==> config.mk <==
export PLATFORM = sky130hd
export DESIGN_NAME = multiply_sched
export DESIGN_NICKNAME = d
export VERILOG_FILES = /design/src/rtl/fpgamath_pkg.sv /design/src/rtl/multiply.sv /design/src/rtl/multiply_sched.sv
export SDC_FILE = /design/constraint.sdc
export NUM_CORES = 1
export LEC_CHECK = 0
export ABC_CLOCK_PERIOD_IN_PS = 6150
export CAP_MARGIN = 20
export CORE_MARGIN = 10
export CORE_UTILIZATION = 54
export DETAILED_ROUTE_END_ITERATION = 6
export PLACE_DENSITY_LB_ADDON = 0.2
export REMOVE_ABC_BUFFERS = 1
export SYNTH_ARGS = -nofsm -noshare
export SYNTH_HDL_FRONTEND = slang
export SYNTH_SLANG_ARGS = --single-unit
==> constraint.sdc <==
create_clock -name clk -period 6.15 [get_ports clk]
set_input_delay 0.615 -clock clk [delete_from_list [all_inputs] [get_ports clk]]
set_output_delay 0.615 -clock clk [all_outputs]
set_load 0.02 [all_outputs]
==> src/rtl/fpgamath_pkg.sv <==
// Shared definitions for the fpgamath datapath blocks.
package fpgamath_pkg;

  // Error source bit positions, for when more sticky error sources are added.
  localparam int ERR_DROP = 0;

  // Widest requester vector rr_pick can handle.
  localparam int RR_MAX = 8;

  function automatic int clog2(input int n);
    int r;
    r = 0;
    for (int v = n - 1; v > 0; v = v >> 1) r++;
    return r;
  endfunction

  // One-hot round-robin pick: first set bit of req scanning upward from ptr,
  // wrapping at n-1 back to 0. Bits at or above n are ignored.
  function automatic logic [RR_MAX-1:0] rr_pick(input logic [RR_MAX-1:0] req,
                                                 input logic [2:0] ptr,
                                                 input int n);
    logic [RR_MAX-1:0] pick;
    logic              found;
    int                idx;
    pick  = '0;
    found = 1'b0;
    for (int k = 0; k < RR_MAX; k++) begin
      if (k < n) begin
        idx = int'(ptr) + k;
        if (idx >= n) idx = idx - n;
        if (!found && req[idx[2:0]]) begin
          pick[idx[2:0]] = 1'b1;
          found          = 1'b1;
        end
      end
    end
    return pick;
  endfunction

endpackage

==> src/rtl/multiply.sv <==
// Pipelined signed multiplier: z is the low WIDTH bits of the two's
// complement product x*y (wraps on overflow), LATENCY edges after x/y.
module multiply #(
  parameter int WIDTH   = 16,
  parameter int LATENCY = 3
) (
  input  logic             clk,
  input  logic             rst_n,
  input  logic [WIDTH-1:0] x,
  input  logic [WIDTH-1:0] y,
  output logic [WIDTH-1:0] z
);

  // Low half of a product is identical for signed and unsigned operands.
  logic [WIDTH-1:0] prod;
  logic [WIDTH-1:0] pipe [LATENCY];

  assign prod = x * y;

  // Product pipeline, cleared on reset.
  always_ff @(posedge clk) begin
    if (!rst_n) begin
      for (int i = 0; i < LATENCY; i++) pipe[i] <= '0;
    end else begin
      pipe[0] <= prod;
      for (int i = 1; i < LATENCY; i++) pipe[i] <= pipe[i-1];
    end
  end

  assign z = pipe[LATENCY-1];

endmodule

==> src/rtl/multiply_sched.sv <==
// Round-robin scheduler sharing one pipelined multiply among N_REQ requesters.
// Requester id and metadata ride a valid/id/tag shift register alongside the
// multiplier so each product returns to its owner via a one-hot out_nd.
module multiply_sched
  import fpgamath_pkg::*;
#(
  parameter int WIDTH        = 16,
  parameter int N_REQ        = 4,
  parameter int MWIDTH       = 1,
  parameter int MULT_LATENCY = 3,
  parameter int IDW          = $clog2(N_REQ)
) (
  input  logic                    clk,
  input  logic                    rst,
  input  logic [N_REQ-1:0]        in_req,
  input  logic [N_REQ*WIDTH-1:0]  in_x,
  input  logic [N_REQ*WIDTH-1:0]  in_y,
  input  logic [N_REQ*MWIDTH-1:0] in_m,
  input  logic                    in_en,
  output logic [N_REQ-1:0]        out_ack,
  output logic [WIDTH-1:0]        out_z,
  output logic [N_REQ-1:0]        out_nd,
  output logic [IDW-1:0]          out_id,
  output logic [MWIDTH-1:0]       out_m,
  output logic                    busy,
  output logic                    error
);

  // Input register stage plus MULT_LATENCY multiplier stages.
  localparam int DEPTH = MULT_LATENCY + 1;
  localparam int LAST  = DEPTH - 1;

  logic [IDW-1:0]    ptr_q;
  logic [RR_MAX-1:0] req_ext;
  logic [RR_MAX-1:0] pick;
  logic              grant;
  logic [IDW-1:0]    win;
  logic [WIDTH-1:0]  x_r, y_r;
  logic [N_REQ-1:0]  pend_q;
  logic              error_q;
  logic [DEPTH-1:0]  vld_q;
  logic [IDW-1:0]    id_q [DEPTH];
  logic [MWIDTH-1:0] m_q  [DEPTH];

  // Round-robin arbitration; no grant while in reset or issue is disabled.
  always_comb begin
    req_ext            = '0;
    req_ext[N_REQ-1:0] = in_req;
    pick               = rr_pick(req_ext, 3'(ptr_q), N_REQ);
    grant              = in_en && !rst && (|pick);
    out_ack            = grant ? pick[N_REQ-1:0] : '0;
  end

  // Binary id of the granted requester.
  always_comb begin
    win = '0;
    for (int i = 0; i < N_REQ; i++) begin
      if (out_ack[i]) win = IDW'(i);
    end
  end

  // Pointer, operand capture and sticky dropped-request detection.
  always_ff @(posedge clk) begin
    if (rst) begin
      ptr_q   <= '0;
      x_r     <= '0;
      y_r     <= '0;
      pend_q  <= '0;
      error_q <= 1'b0;
    end else begin
      if (grant) begin
        ptr_q <= (win == IDW'(N_REQ - 1)) ? '0 : win + 1'b1;
        x_r   <= in_x[win*WIDTH +: WIDTH];
        y_r   <= in_y[win*WIDTH +: WIDTH];
      end
      pend_q  <= in_req & ~out_ack;
      error_q <= error_q | (|(pend_q & ~in_req));
    end
  end

  // Valid/id/tag shift register tracking products through the multiplier.
  always_ff @(posedge clk) begin
    if (rst) begin
      vld_q <= '0;
      for (int i = 0; i < DEPTH; i++) begin
        id_q[i] <= '0;
        m_q[i]  <= '0;
      end
    end else begin
      vld_q   <= {vld_q[DEPTH-2:0], grant};
      id_q[0] <= grant ? win : '0;
      m_q[0]  <= grant ? in_m[win*MWIDTH +: MWIDTH] : '0;
      for (int i = 1; i < DEPTH; i++) begin
        id_q[i] <= id_q[i-1];
        m_q[i]  <= m_q[i-1];
      end
    end
  end

  multiply #(
    .WIDTH   (WIDTH),
    .LATENCY (MULT_LATENCY)
  ) u_multiply (
    .clk   (clk),
    .rst_n (~rst),
    .x     (x_r),
    .y     (y_r),
    .z     (out_z)
  );

  // Result strobe decoded from the last shift-register stage.
  always_comb begin
    out_nd = '0;
    if (vld_q[LAST]) out_nd[id_q[LAST]] = 1'b1;
  end

  assign out_id = id_q[LAST];
  assign out_m  = m_q[LAST];
  assign busy   = |vld_q;
  assign error  = error_q;

endmodule

==> results of run 1 <==
-- routing by layer --
metal	routed length, um	vias to the layer above	track usage [%]
li1	-	3499	-
met1	10200	3534	28.6
met2	11300	291	35.5
met3	2250	25	6.17
met4	396	0	6.49
met5	0	-	0
-- final cells by class --
type	count	area (um^2)	share of cell area [%]
inverters	128	480	4.50
flip-flops and latches	103	2060	19.3
multi-input cells	674	5790	54.2
clock buffers	9	225	2.11
repair buffers	179	1760	16.5
well taps	216	270	2.53
clock inverters	7	88.8	0.833
-- registers in the layout (all words and copies together), names as in the netlist --
name             cells
id_q                 8
u_multiply.pipe     48
pend_q               4
m_q                  4
y_r                 16
x_r                 16
error                1
vld_q                4
ptr_q                2
-- metrics by stage --
step / cell area [um^2] / power [W]
4_1_cts: 10700 / 0.00377
3_3_place_gp: 10400 / 0.00312
3_5_place_dp: 10400 / 0.00317
5_1_grt: 10700 / 0.00407
2_1_floorplan: 8320 / 0.00244
6_report: 10700 / 0.00376
-- cells by family after synthesis --
logic type,Yosys count
AO/OA/AOI/OAI,170
XOR/XNOR,38
adder cells (fa/ha/maj),137
buffers and inverters,210
flip-flops,103
multiplexers,10
AND/OR/NAND/NOR,319
-- final timing paths --
path                          startpoint                endpoint  slack (ps)
setup / recovery                  y_r[3]  u_multiply.pipe[0][14]         750
hold / removal    u_multiply.pipe[0][20]  u_multiply.pipe[0][36]         440
setup reg to reg                  y_r[3]  u_multiply.pipe[0][14]         750
hold reg to reg   u_multiply.pipe[0][20]  u_multiply.pipe[0][36]         440
-- power by group through the flow --
stage / sequential (W) / clock [W] / combinational [W]
floorplan: 0.000980 / 0 / 0.00146
CTS: 0.00108 / 0.000598 / 0.00209
finish: 0.00108 / 0.000592 / 0.00209
global placement: 0.00109 / 0 / 0.00204
global route: 0.00111 / 0.000625 / 0.00234
detailed placement: 0.00109 / 0 / 0.00208
-- synthesized netlist by cell type (all sizes together) (3+ instances only) --
cell type / n / area share [%]
o21ai: 9 / 0.56
and3: 3 / 0.21
a211oi: 5 / 0.43
nor2b: 50 / 3.6
dfxtp: 103 / 24
o2bb2ai: 12 / 1.2
nor2: 22 / 0.94
ha: 57 / 8.1
nand3: 8 / 0.46
xor2: 11 / 1.1
nor3: 48 / 2.7
a31oi: 20 / 1.4
a32o: 19 / 2.2
o31ai: 21 / 1.8
a21o: 3 / 0.26
mux2i: 4 / 0.46
o221ai: 12 / 1.2
a21oi: 15 / 0.86
mux2: 3 / 0.39
o22a: 21 / 2.1
nand2b: 3 / 0.21
buf: 32 / 2.9
fa: 80 / 18
o21bai: 3 / 0.26
xnor2: 26 / 2.6
or3: 24 / 1.8
mux4: 3 / 0.77
o22ai: 14 / 1.1
nand2: 95 / 4.1
clkbuf: 50 / 2.1
and2: 57 / 4.1
inv: 128 / 5.5
==> flow_metrics.tcl, run 1 <==
set metrics [dict create \
    final.fill_count 1314 \
    fin_skew_ps 18.5 \
    dp_hpwl_um 18700 \
    clk_path_buf_depth 2 \
    cts_setup_buffers 0 \
    yosysWarningCount 0 \
    cpPeakStageDelay_ps 730 \
    grt_max_degree 69 \
    antenna_found_initial 0 \
    fin_cells 1316 \
    relSlewSlack_pct 47.7 \
    slew_violations 0 \
    cts_buffers 9 \
    whs_path_depth 1 \
    dr.pass1.iters 5 \
    synth_edf_count 0 \
    final_util_pct 67.2 \
    drt_iter0_markers 493 \
    clock_sinks 103 \
    worst_pin_slew_ps 784 \
    setup_viol 0 \
    synth_cell_types 61 \
    rsz0062_at_grt "false" \
    synth.cell_area_mm2 0.00877 \
    die_x_um 147 \
    max_freq_mhz 185 \
    synth_flop_cell "dfxtp_1" \
    status "finished clean" \
    die_h_um 147 \
    synth_xor_area_share_pct 3.95 \
    max_cap_viol_count 0 \
    layout_commonest_cell "clkdlybuf4s50_1" \
    timing.final.ws_setup_ps 750 \
    post_cts_resized 0 \
    p_leak_nw 4.38 \
    min_path_type "flop to flop" \
    hold_ws_ps 436 \
    drc_errors 0 \
    die_area_mm2 0.0217 \
    powerDensity_mw_per_mm2 353 \
    drive_above_1_share_pct 4.09 \
    synth_cells 987 \
    cts_tree "done" \
    htreeDepth 3 \
    wl_per_cell_um 18.3 \
    initial_core_util_pct 55.2 \
    fin_nets 1371 \
    hold_buffers 0 \
    final_antenna_net_count 0 \
    post-route-period-util_pct 87.8 \
    synthSimpleGateAreaFrac_pct 18.8 \
    cpMostUsedCell "fa_1" \
    final_hold_viol_count 0 \
    area_growth_pct 21.7 \
    intPower_w 0.00199 \
    switchingPower_w 0.00177 \
    comb_power_share_pct 55.5 \
    avgSynthCellArea_um2 8.88 \
    worstSetupStartpointType "flop" \
    path_clk_slew_ps 80 \
    crit_fanout 14 \
    switching_share_pct 47.1 \
    grt_use_total_pct 22.1 \
    path_delay_family "adder cells" \
    clk-insertion-delay-late_ps 370 \
    viasPerCell 5.58 \
    pwr-share-seq_pct 28.8 \
    drt_wl_total_um 24100 \
    dp_slack_ps 762 \
    synth_fa_ha_area_share_pct 26.4 \
    portBuffers 167 \
    path_class "flop to flop" \
    worst-path-stages 15 \
    via_count 7349 \
    cp_slowest_cell "dfxtp_1" \
    layout_common_cells "166 x clkdlybuf4s50_1, 128 x inv_1, 103 x dfxtp_1, 94 x nand2_1, 80 x fa_1" \
    seq_area_frac_synth_pct 23.5 \
    rows 46 \
    synth_compound_area_share_pct 15.1 \
    clockPowerShare_pct 15.7 \
    core_area_mm2 0.0159 \
    diodes 0 \
    grt_pass1_wl_um 39000 \
    tns_ps 0 \
    ios 168 \
    critical_path_required_ps 6370 \
    peakVddDrop_mv 0.167 \
    synthMuxAreaShare_pct 1.61 \
    ys_async_sr_fraction_pct 0 \
    worstPathArrival_ps 5620 \
    grt_pass1_vias 7424 \
    crit_chain "nand2_1 -> fa_1 -> fa_1 -> inv_1 -> fa_1 -> fa_1 -> fa_1 -> inv_1 -> fa_1 -> inv_1 -> ha_1 -> or3_1 -> a211oi_1 -> o21ai_0 -> nor3b_1" \
    routabilityCongestion 0.908 \
    cts-root-buf "clkbuf_16" \
    reg2regPathDepth 15 \
    min_period_ps 5400 \
    cp-end-kind "flop" \
    dp.cells 1300 \
    synth_top_family_by_area "adder cells" \
    yosys_register_bits 103 \
    gr-total-overflow 0 \
    path_buf_inv 3 \
]
Power figures use the tool's default switching activity.
==> run 2, diff against run 1 <==
--- a/config.mk
+++ b/config.mk
@@ -9,6 +9,8 @@
 export CAP_MARGIN = 20
 export CORE_MARGIN = 10
 export CORE_UTILIZATION = 54
+export CTS_CLUSTER_DIAMETER = 30
+export CTS_CLUSTER_SIZE = 30
 export DETAILED_ROUTE_END_ITERATION = 6
 export PLACE_DENSITY_LB_ADDON = 0.2
 export REMOVE_ABC_BUFFERS = 1
==> results of run 2 <==
Final layout, timing and power as in run 1 (identical DEF).
